==> src/rtl/rca_seq_ctrl.sv <==
// Multi-precision adder sequencer: one chunkWidth-bit ripple-carry adder reused over numChunks cycles, LSB first.
// Optional macro RCA_SEQ_SUB_EN adds a 'sub' port so the same datapath computes a-b.
module rca_seq_ctrl #(
  parameter int chunkWidth = 32,
  parameter int numChunks  = 4
) (
  input  logic                             clk,
  input  logic                             rst,
  input  logic                             in_valid,
  output logic                             in_ready,
  input  logic [chunkWidth*numChunks-1:0]  a,
  input  logic [chunkWidth*numChunks-1:0]  b,
  input  logic                             ci,
`ifdef RCA_SEQ_SUB_EN
  input  logic                             sub,
`endif
  output logic                             out_valid,
  input  logic                             out_ready,
  output logic [chunkWidth*numChunks-1:0]  s,
  output logic                             co,
  output logic                             busy
);

  // Handshakes: a transfer happens on a rising edge where valid && ready are both high;
  // valid must be held until that edge, and ready depends only on the FSM state.
  localparam int W     = chunkWidth * numChunks;
  localparam int CNT_W = $clog2(numChunks);
  localparam logic [CNT_W-1:0] LAST_CNT = CNT_W'(numChunks - 1);

  localparam logic [1:0] ST_IDLE = 2'd0;
  localparam logic [1:0] ST_RUN  = 2'd1;
  localparam logic [1:0] ST_DONE = 2'd2;

  logic [1:0]            state_q, state_d;
  logic [CNT_W-1:0]      cnt_q, cnt_d;
  logic                  carry_q, carry_d;
  logic                  co_q, co_d;
  logic [chunkWidth-1:0] a_q   [numChunks];
  logic [chunkWidth-1:0] a_d   [numChunks];
  logic [chunkWidth-1:0] b_q   [numChunks];
  logic [chunkWidth-1:0] b_d   [numChunks];
  logic [chunkWidth-1:0] res_q [numChunks];
  logic [chunkWidth-1:0] res_d [numChunks];

  logic [W-1:0]          b_eff;
  logic                  carry_in_eff;
  logic [chunkWidth-1:0] a_in [numChunks];
  logic [chunkWidth-1:0] b_in [numChunks];
  logic [chunkWidth:0]   rca_full;

`ifdef RCA_SEQ_SUB_EN
  // Subtraction as a + ~b + 1; the final carry is then the "no borrow" flag.
  assign b_eff        = sub ? ~b : b;
  assign carry_in_eff = sub ? 1'b1 : ci;
`else
  assign b_eff        = b;
  assign carry_in_eff = ci;
`endif

  for (genvar g = 0; g < numChunks; g++) begin : g_chunk
    assign a_in[g] = a[g*chunkWidth +: chunkWidth];
    assign b_in[g] = b_eff[g*chunkWidth +: chunkWidth];
    assign s[g*chunkWidth +: chunkWidth] = res_q[g];
  end

  // The single shared narrow adder.
  assign rca_full = {1'b0, a_q[cnt_q]} + {1'b0, b_q[cnt_q]} + {{chunkWidth{1'b0}}, carry_q};

  always_comb begin
    state_d = state_q;
    cnt_d   = cnt_q;
    carry_d = carry_q;
    co_d    = co_q;
    a_d     = a_q;
    b_d     = b_q;
    res_d   = res_q;
    case (state_q)
      ST_IDLE: begin
        if (in_valid) begin
          a_d     = a_in;
          b_d     = b_in;
          carry_d = carry_in_eff;
          cnt_d   = '0;
          state_d = ST_RUN;
        end
      end
      ST_RUN: begin
        res_d[cnt_q] = rca_full[chunkWidth-1:0];
        carry_d      = rca_full[chunkWidth];
        if (cnt_q == LAST_CNT) begin
          co_d    = rca_full[chunkWidth];
          state_d = ST_DONE;
        end else begin
          cnt_d = cnt_q + 1'b1;
        end
      end
      ST_DONE: begin
        if (out_ready) state_d = ST_IDLE;
      end
      default: state_d = ST_IDLE;
    endcase
  end

  always_ff @(posedge clk) begin
    if (rst) begin
      state_q <= ST_IDLE;
      cnt_q   <= '0;
      carry_q <= 1'b0;
      co_q    <= 1'b0;
      for (int i = 0; i < numChunks; i++) begin
        a_q[i]   <= '0;
        b_q[i]   <= '0;
        res_q[i] <= '0;
      end
    end else begin
      state_q <= state_d;
      cnt_q   <= cnt_d;
      carry_q <= carry_d;
      co_q    <= co_d;
      a_q     <= a_d;
      b_q     <= b_d;
      res_q   <= res_d;
    end
  end

  assign in_ready  = (state_q == ST_IDLE);
  assign out_valid = (state_q == ST_DONE);
  assign busy      = (state_q == ST_RUN) || (state_q == ST_DONE);
  assign co        = co_q;

endmodule

==> config.mk <==
export PLATFORM = sky130hd
export DESIGN_NAME = rca_seq_ctrl
export DESIGN_NICKNAME = d
export VERILOG_FILES = /design/src/rtl/rca_seq_ctrl.sv
export SDC_FILE = /design/constraint.sdc
export NUM_CORES = 1
export LEC_CHECK = 0
export ABC_AREA = 1
export CAP_MARGIN = 25
export CORE_MARGIN = 2
export CORE_UTILIZATION = 65
export CTS_BUF_LIST = sky130_fd_sc_hd__clkbuf_4 sky130_fd_sc_hd__clkbuf_8
export DETAILED_ROUTE_END_ITERATION = 8
export DONT_BUFFER_PORTS = 1
export PLACE_DENSITY = 0.88
export SETUP_SLACK_MARGIN = 0.15
export SKIP_LAST_GASP = 1
export SYNTH_ARGS = -nofsm -noshare
export SYNTH_HDL_FRONTEND = slang
export SYNTH_SLANG_ARGS = --single-unit
export TNS_END_PERCENT = 20
==> constraint.sdc <==
create_clock -name clk -period 3.3 [get_ports clk]
set_clock_uncertainty 0.15 [all_clocks]
set_input_delay 0.66 -clock clk [delete_from_list [all_inputs] [get_ports clk]]
set_output_delay 0.66 -clock clk [all_outputs]
set_load 0.01 [all_outputs]
==> impl_metrics.csv, run 1 <==
group,metric,value,unit
synthesis,syn_area,0.0183,mm2
floorplan,start_util,66.0,%
floorplan,core,0.0277,mm2
synthesis,synthesis.nets,3050,
worst_setup_path,crit_top_cell,"nand2_1",
min_path,min_path_cells,2,
sta,final.period_utilization,92.3,%
cts,h-tree-depth,2,
worst_setup_path,r2r_end,"s[85]$_SDFFE_PP0P_",
run,cap_viol_max_count,0,
route,dr.pass1.iters,6,
floorplan,rows,61,
route,num_vias,17622,
min_path,holdPathEnd,"a_q[100]$_SDFFE_PP0P_",
sta,tightest_slew,0.649,ns
route,wl_per_cell,17.8,um
placement,place_congestion,0.959,
cts,cts_buffer_depth,3,
final_layout,n_fill_cell,2241,
route,drt_iter0_drc,1921,
floorplan,die_h,172,um
floorplan,die_w,172,um
route,via_per_inst,5.69,
worst_setup_path,path_cells,"inv_4 -> buf_12 -> nor2_1 -> o22ai_1 -> ha_1 -> nand2_1 -> inv_1 -> nand2_2 -> inv_1 -> a21oi_1 -> nand2_2 -> nand2_1 -> nand2_1 -> nand2_1 -> nand3_1 -> nand2_1 -> inv_1",
grt,gr-total-overflow,0,
sta,finalSetupTns,0,ns
synthesis,synth-seq-cells,390,
synthesis,ys_top_cells_by_count,"904 x nor2_1, 451 x o21ai_0, 390 x dfxtp_1",
sta,grt_setup_unrepaired,"true",
sta,holdWs,0.0384,ns
grt,grt_max_degree,111,
grt,grt_pass1_wl,81200,um
placement,hpwlAfterDp,39100,um
route,drc,0,
placement,place.port_buffers,0,
synthesis,yosysMostFrequentCell,"nor2_1",
synthesis,synthCells,2749,
worst_setup_path,r2r_start,"cnt_q[0]$_SDFFE_PP0P_",
synthesis,async_flop_share,0,%
synthesis,synth_cell_types,32,
worst_setup_path,worstPathRequired,3.64,ns
worst_setup_path,cp.arrival,3.39,ns
grt,grtUsageTotal,35.0,%
worst_setup_path,crit_fanout,44,
route,antenna_left,0,
cts,cts_made_buffers,59,
sta,setup-violations-final,0,
worst_setup_path,critPathKind,"reg -> reg",
sta,hold_viol,0,
final_layout,syn2layout_area_growth,9.04,%
worst_setup_path,critPathMaxStageDelay,0.39,ns
cts,clock_sinks,390,
synthesis,synth_flop_cell,"dfxtp_1",
grt,antenna_found_initial,3,
cts,tritoncts,"yes",
min_path,hp-class,"in -> reg",
synthesis,synth_edf_count,0,
sta,max_slew_margin,56.5,%
synthesis,seq_area_frac_synth,42.7,%
min_path,hold_start,"a[4]",
cts,clk_pin_slew,0.07,ns
floorplan,die_area,0.0295,mm2
synthesis,yosysWarnings,0,
pwr,peakVddDrop,578,uV
cts,clk_latency,0.64,ns
synthesis,synth_area_leader_cell,"dfxtp_1",
sta,fmax,0.328,GHz
pwr,p_leak,9.46,nW
floorplan,ios,393,
final_layout,drive_gt1_share,7.80,%
synthesis,syn_avg_cell_area,6.65,um2
sta,slew_violations,0,
sta,min_period,3.05,ns
synthesis,ys_top_cells_by_area,"dfxtp_1 43%, nor2_1 19%, o21ai_0 12%",
route,drt_wl_total,55100,um
cts,cts_root_buf,"clkbuf_8",
worst_setup_path,ff2ff_path_depth,17,
synthesis,netlist.area_leader.share,42.7,%
worst_setup_path,worst_setup_path_start_kind,"flop",
worst_setup_path,r2r_slack,0.25,ns
final_layout,nets,2977,
worst_setup_path,cpMaxStageDelayCell,"dfxtp_4",
grt,grt_pass1_vias,15466,
worst_setup_path,cp-end-kind,"flop",
pwr,power_density,1170,mW/mm2
status,status,"finished clean",
-- cell type report --
cell class                 instances  area, um2  area share (%)
tap                              378        473            2.37
sequential                       390       7820            39.2
clock inverter                     9       88.8           0.446
antenna                            4       10.0          0.0502
timing repair buffer              32        425            2.13
clock buffer                      93       1170            5.86
multi-input combinational       1936       8970            45.0
inverter                         257        980            4.92
-- metrics by stage --
step	setup WS [ns]	utilization (%)	cell area, um2	power, W	std cells
floorplan	0.225	-	18300	0.0148	2749
global placement	0.283	66.4	18400	0.0181	2987
detailed placement	0.214	66.4	18400	0.0184	2987
CTS	0.161	71.0	19700	0.0226	3090
global route	0.0672	71.9	19900	0.0249	3096
finish	0.253	71.9	19900	0.0233	3099
-- timing repair --
action                                  CTS  global route
resized for setup                         0            44
setup buffers                             0             3
hold buffers                              1             0
hold endpoints to repair                  4             0
endpoints found under the setup margin    0           105
-- critical path: cells and delay by family (launching register included) --
family / cells / cell delay [ns]
AOI/OAI and AO/OA: 2 / 0.49
DFF: 1 / 0.39
and+or+nand+nor: 9 / 0.94
buffers and inverters: 5 / 0.56
adders and majority gates: 1 / 0.38
-- routing by layer --
| layer | part of all wire [%] | vias to the layer above | GRT usage, % |
|---|---|---|---|
| li1 | - | 8546 | - |
| met1 | 40 | 8043 | 45.8 |
| met2 | 46 | 927 | 57.2 |
| met3 | 11 | 104 | 8.08 |
| met4 | 2.6 | 2 | 11.3 |
| met5 | 0.024 | - | 0 |
-- cells in the final DEF, fill, tap and decap left out, types with 3 or more instances in the layout --
| cell type | n |
|---|---|
| o21bai_1 | 3 |
| o211ai_1 | 5 |
| xor2_1 | 8 |
| xnor2_1 | 3 |
| a21oi_1 | 29 |
| nand3_2 | 6 |
| nor2_2 | 8 |
| nand3_1 | 84 |
| nor3_2 | 3 |
| o21ai_0 | 448 |
| xor2_2 | 3 |
| clkbuf_8 | 75 |
| ha_2 | 11 |
| clkinv_1 | 3 |
| o21ai_1 | 3 |
| nand2_1 | 288 |
| nor2_1 | 902 |
| a21o_1 | 8 |
| diode_2 | 4 |
| clkbuf_4 | 18 |
| buf_12 | 7 |
| dfxtp_1 | 388 |
| o22ai_1 | 49 |
| buf_4 | 15 |
| nand2_2 | 19 |
| inv_1 | 249 |
| o22ai_2 | 16 |
| ha_1 | 27 |
| clkinv_2 | 5 |
-- kinds of logic (layout without fill, tap and decap cells) --
family | count (synthesis) | count (layout) | synth area share [%]
compound gates | 564 | 564 | 16.2
xor+xnor | 15 | 15 | 0.883
fa+ha+maj | 40 | 40 | 2.82
buf+inv | 423 | 391 | 9.01
flops | 390 | 390 | 42.7
other cells | 0 | 4 | 0
simple gates | 1317 | 1317 | 28.4
-- registers in the layout, summed over array words and instances, names as in the netlist --
signal   flops
b_q        128
cnt_q        2
s          128
state_q      2
carry_q      1
a_q        128
co           1
-- how the worst max path moves through the flow --
stage / from / to
after floorplan: cnt_q[0]$_SDFFE_PP0P_ / s[112]$_SDFFE_PP0P_
after global placement: cnt_q[1]$_SDFFE_PP0P_ / s[59]$_SDFFE_PP0P_
after detailed placement: cnt_q[0]$_SDFFE_PP0P_ / s[41]$_SDFFE_PP0P_
after CTS: cnt_q[1]$_SDFFE_PP0P_ / s[62]$_SDFFE_PP0P_
after global routing: cnt_q[0]$_SDFFE_PP0P_ / s[85]$_SDFFE_PP0P_
final: cnt_q[0]$_SDFFE_PP0P_ / s[85]$_SDFFE_PP0P_
-- power by group --
part           switching (W)  internal (W)  total, W
Clock                0.00187       0.00232   0.00419
Sequential          0.000940       0.00594   0.00688
Combinational        0.00848       0.00378    0.0123
Power figures use the tool's default switching activity.
==> run 2: changes to the inputs <==
CORE_MARGIN = not set   (was 2)
==> run 2 against run 1 <==
Sequential share of layout area barely moved; final area barely moved; die area fell by 2.3%; total power fell by 0.15%; via count rose by 0.82%; combinational power barely moved; routed wire length fell by 1.6%; largest cell class unchanged.
==> impl_metrics.csv, run 2 (synthesis gave the netlist of run 1 again) <==
group,metric,value,unit
worst_setup_path,startpoint,"cnt_q[0]$_SDFFE_PP0P_",
cts,clk_pin_slew,0.07,ns
final_layout,fin_cells,3102,
route,wl_per_cell,17.5,um
cts,clk_latency,0.61,ns
sta,slew_violations,0,
placement,place_congestion,1.01,
worst_setup_path,r2r_start,"cnt_q[0]$_SDFFE_PP0P_",
sta,setup_slack,0.229,ns
cts,cts_made_buffers,59,
placement,hpwlAfterDp,37900,um
sta,setup-violations-final,0,
worst_setup_path,path_cells,"inv_6 -> buf_6 -> o21ai_0 -> o22ai_1 -> ha_1 -> nand3_1 -> nand3_2 -> nand2_1 -> nand2_1 -> nand2_1 -> nand2_2 -> nand2_1 -> nand2_1 -> nand2_1 -> nand3_1 -> nand2_1 -> inv_1",
cts,h-tree-depth,2,
pwr,peakVddDrop,549,uV
grt,grt_pass1_vias,15936,
final_layout,nets,2976,
route,drc,0,
placement,dp_cells,2986,
run,cap_viol_max_count,0,
worst_setup_path,critPathKind,"reg -> reg",
cts,tritoncts,"yes",
route,via_per_inst,5.73,
sta,hold_viol,0,
floorplan,rows,61,
floorplan,core,0.0277,mm2
sta,grt_setup_unrepaired,"true",
worst_setup_path,cpMaxStageDelayCell,"o22ai_1",
route,dr.pass1.iters,5,
final_layout,final_cell_mix,"900 x nor2_1, 450 x o21ai_0, 388 x dfxtp_1",
final_layout,final_common_cell,"nor2_1",
status,status,"finished clean",
sta,final.period_utilization,93.1,%
route,antenna_left,0,
sta,fmax,0.326,GHz
worst_setup_path,cp.arrival,3.42,ns
worst_setup_path,r2r_slack,0.23,ns
pwr,p_leak,9.44,nW
final_layout,drive_gt1_share,7.73,%
floorplan,ios,393,
pwr,power_density,1170,mW/mm2
route,drt_wl_total,54200,um
worst_setup_path,critPathMaxStageDelay,0.47,ns
placement,place.port_buffers,0,
cts,clock_sinks,390,
route,num_vias,17767,
grt,grtUsageTotal,35.6,%
worst_setup_path,worst_setup_path_start_kind,"flop",
route,drt_iter0_drc,1764,
placement,place_ws,0.268,ns
cts,cts_root_buf,"clkbuf_8",
final_layout,syn2layout_area_growth,9.09,%
floorplan,start_util,66.0,%
min_path,hold_start,"b[74]",
sta,tightest_slew,0.755,ns
sta,min_period,3.07,ns
grt,gr-total-overflow,0,
grt,grt_pass1_wl,81400,um
worst_setup_path,crit_top_cell,"nand2_1",
worst_setup_path,cp-end-kind,"flop",
sta,finalSetupTns,0,ns
pwr,p_total,0.0233,W
floorplan,die_area,0.0288,mm2
min_path,hp-class,"in -> reg",
sta,max_slew_margin,49.7,%
worst_setup_path,worstPathRequired,3.65,ns
grt,grt_max_degree,170,
floorplan,die_w,170,um
floorplan,die_h,170,um
grt,antenna_found_initial,12,
cts,cts_buffer_depth,3,
worst_setup_path,crit_fanout,18,
run 2: layout make-up:
| type | count | area (um2) |
|---|---|---|
| Multi-Input combinational cell | 1936 | 8950 |
| Sequential cell | 390 | 7820 |
| Fill cell | 2269 | 7770 |
| Clock buffer | 93 | 1150 |
| Inverter | 257 | 985 |
| Tap cell | 378 | 473 |
| Timing Repair Buffer | 31 | 437 |
| Clock inverter | 9 | 106 |
| Antenna cell | 8 | 20.0 |
run 2: power by group:
| part | leakage [nW] | switching, W | internal, W |
|---|---|---|---|
| logic | 5.57 | 0.00844 | 0.00378 |
| clock network | 0.665 | 0.00185 | 0.00235 |
| registers | 3.21 | 0.000921 | 0.00594 |
| total | 9.44 | 0.0112 | 0.0121 |
run 2: what timing repair did:
| action | CTS | global route |
|---|---|---|
| endpoints found under the hold margin | 4 | 0 |
| setup buffers | 0 | 3 |
| setup endpoints to repair | 0 | 94 |
| resized for setup | 0 | 45 |
| hold buffers | 1 | 0 |
run 2: stage by stage:
| stage | hold slack, ns | utilization, % | instance area [um2] |
|---|---|---|---|
| 2_1_floorplan | 0.299 | - | 18300 |
| 3_3_place_gp | 0.307 | 66.4 | 18400 |
| 3_5_place_dp | 0.315 | 66.4 | 18400 |
| 4_1_cts | 0.0420 | 71.0 | 19700 |
| 5_1_grt | 0.0590 | 72.0 | 19900 |
| 6_report | 0.0690 | 72.0 | 19900 |
run 2: worst max-delay path, delay by kind of cell (launching register included):
family	cells	cell delay [ns]
buf+inv	3	0.41
simple gates	11	1.05
compound gates	2	0.58
flops	1	0.40
fa+ha+maj	1	0.36
run 2: worst paths after layout:
check,end,depth (start not counted)
max,s[29]$_SDFFE_PP0P_,17
min,b_q[42]$_SDFFE_PP0P_,2
max reg2reg,s[29]$_SDFFE_PP0P_,17
min reg2reg,a_q[71]$_SDFFE_PP0P_,2
run 2: metal layers:
| layer | GRT usage [%] | part of all wire [%] | vias to the layer above |
|---|---|---|---|
| met5 | 0 | 0.076 | - |
| li1 | - | - | 8546 |
| met3 | 8.49 | 11 | 141 |
| met4 | 14.7 | 3.2 | 6 |
| met1 | 46.2 | 41 | 8080 |
| met2 | 56.8 | 45 | 994 |
==> run 3: changes to the inputs <==
ABC_CLOCK_PERIOD_IN_PS = 3300   (was not set)
==> results of run 3 <==
Same layout as run 2: the final DEF is identical, and so are final timing and power.
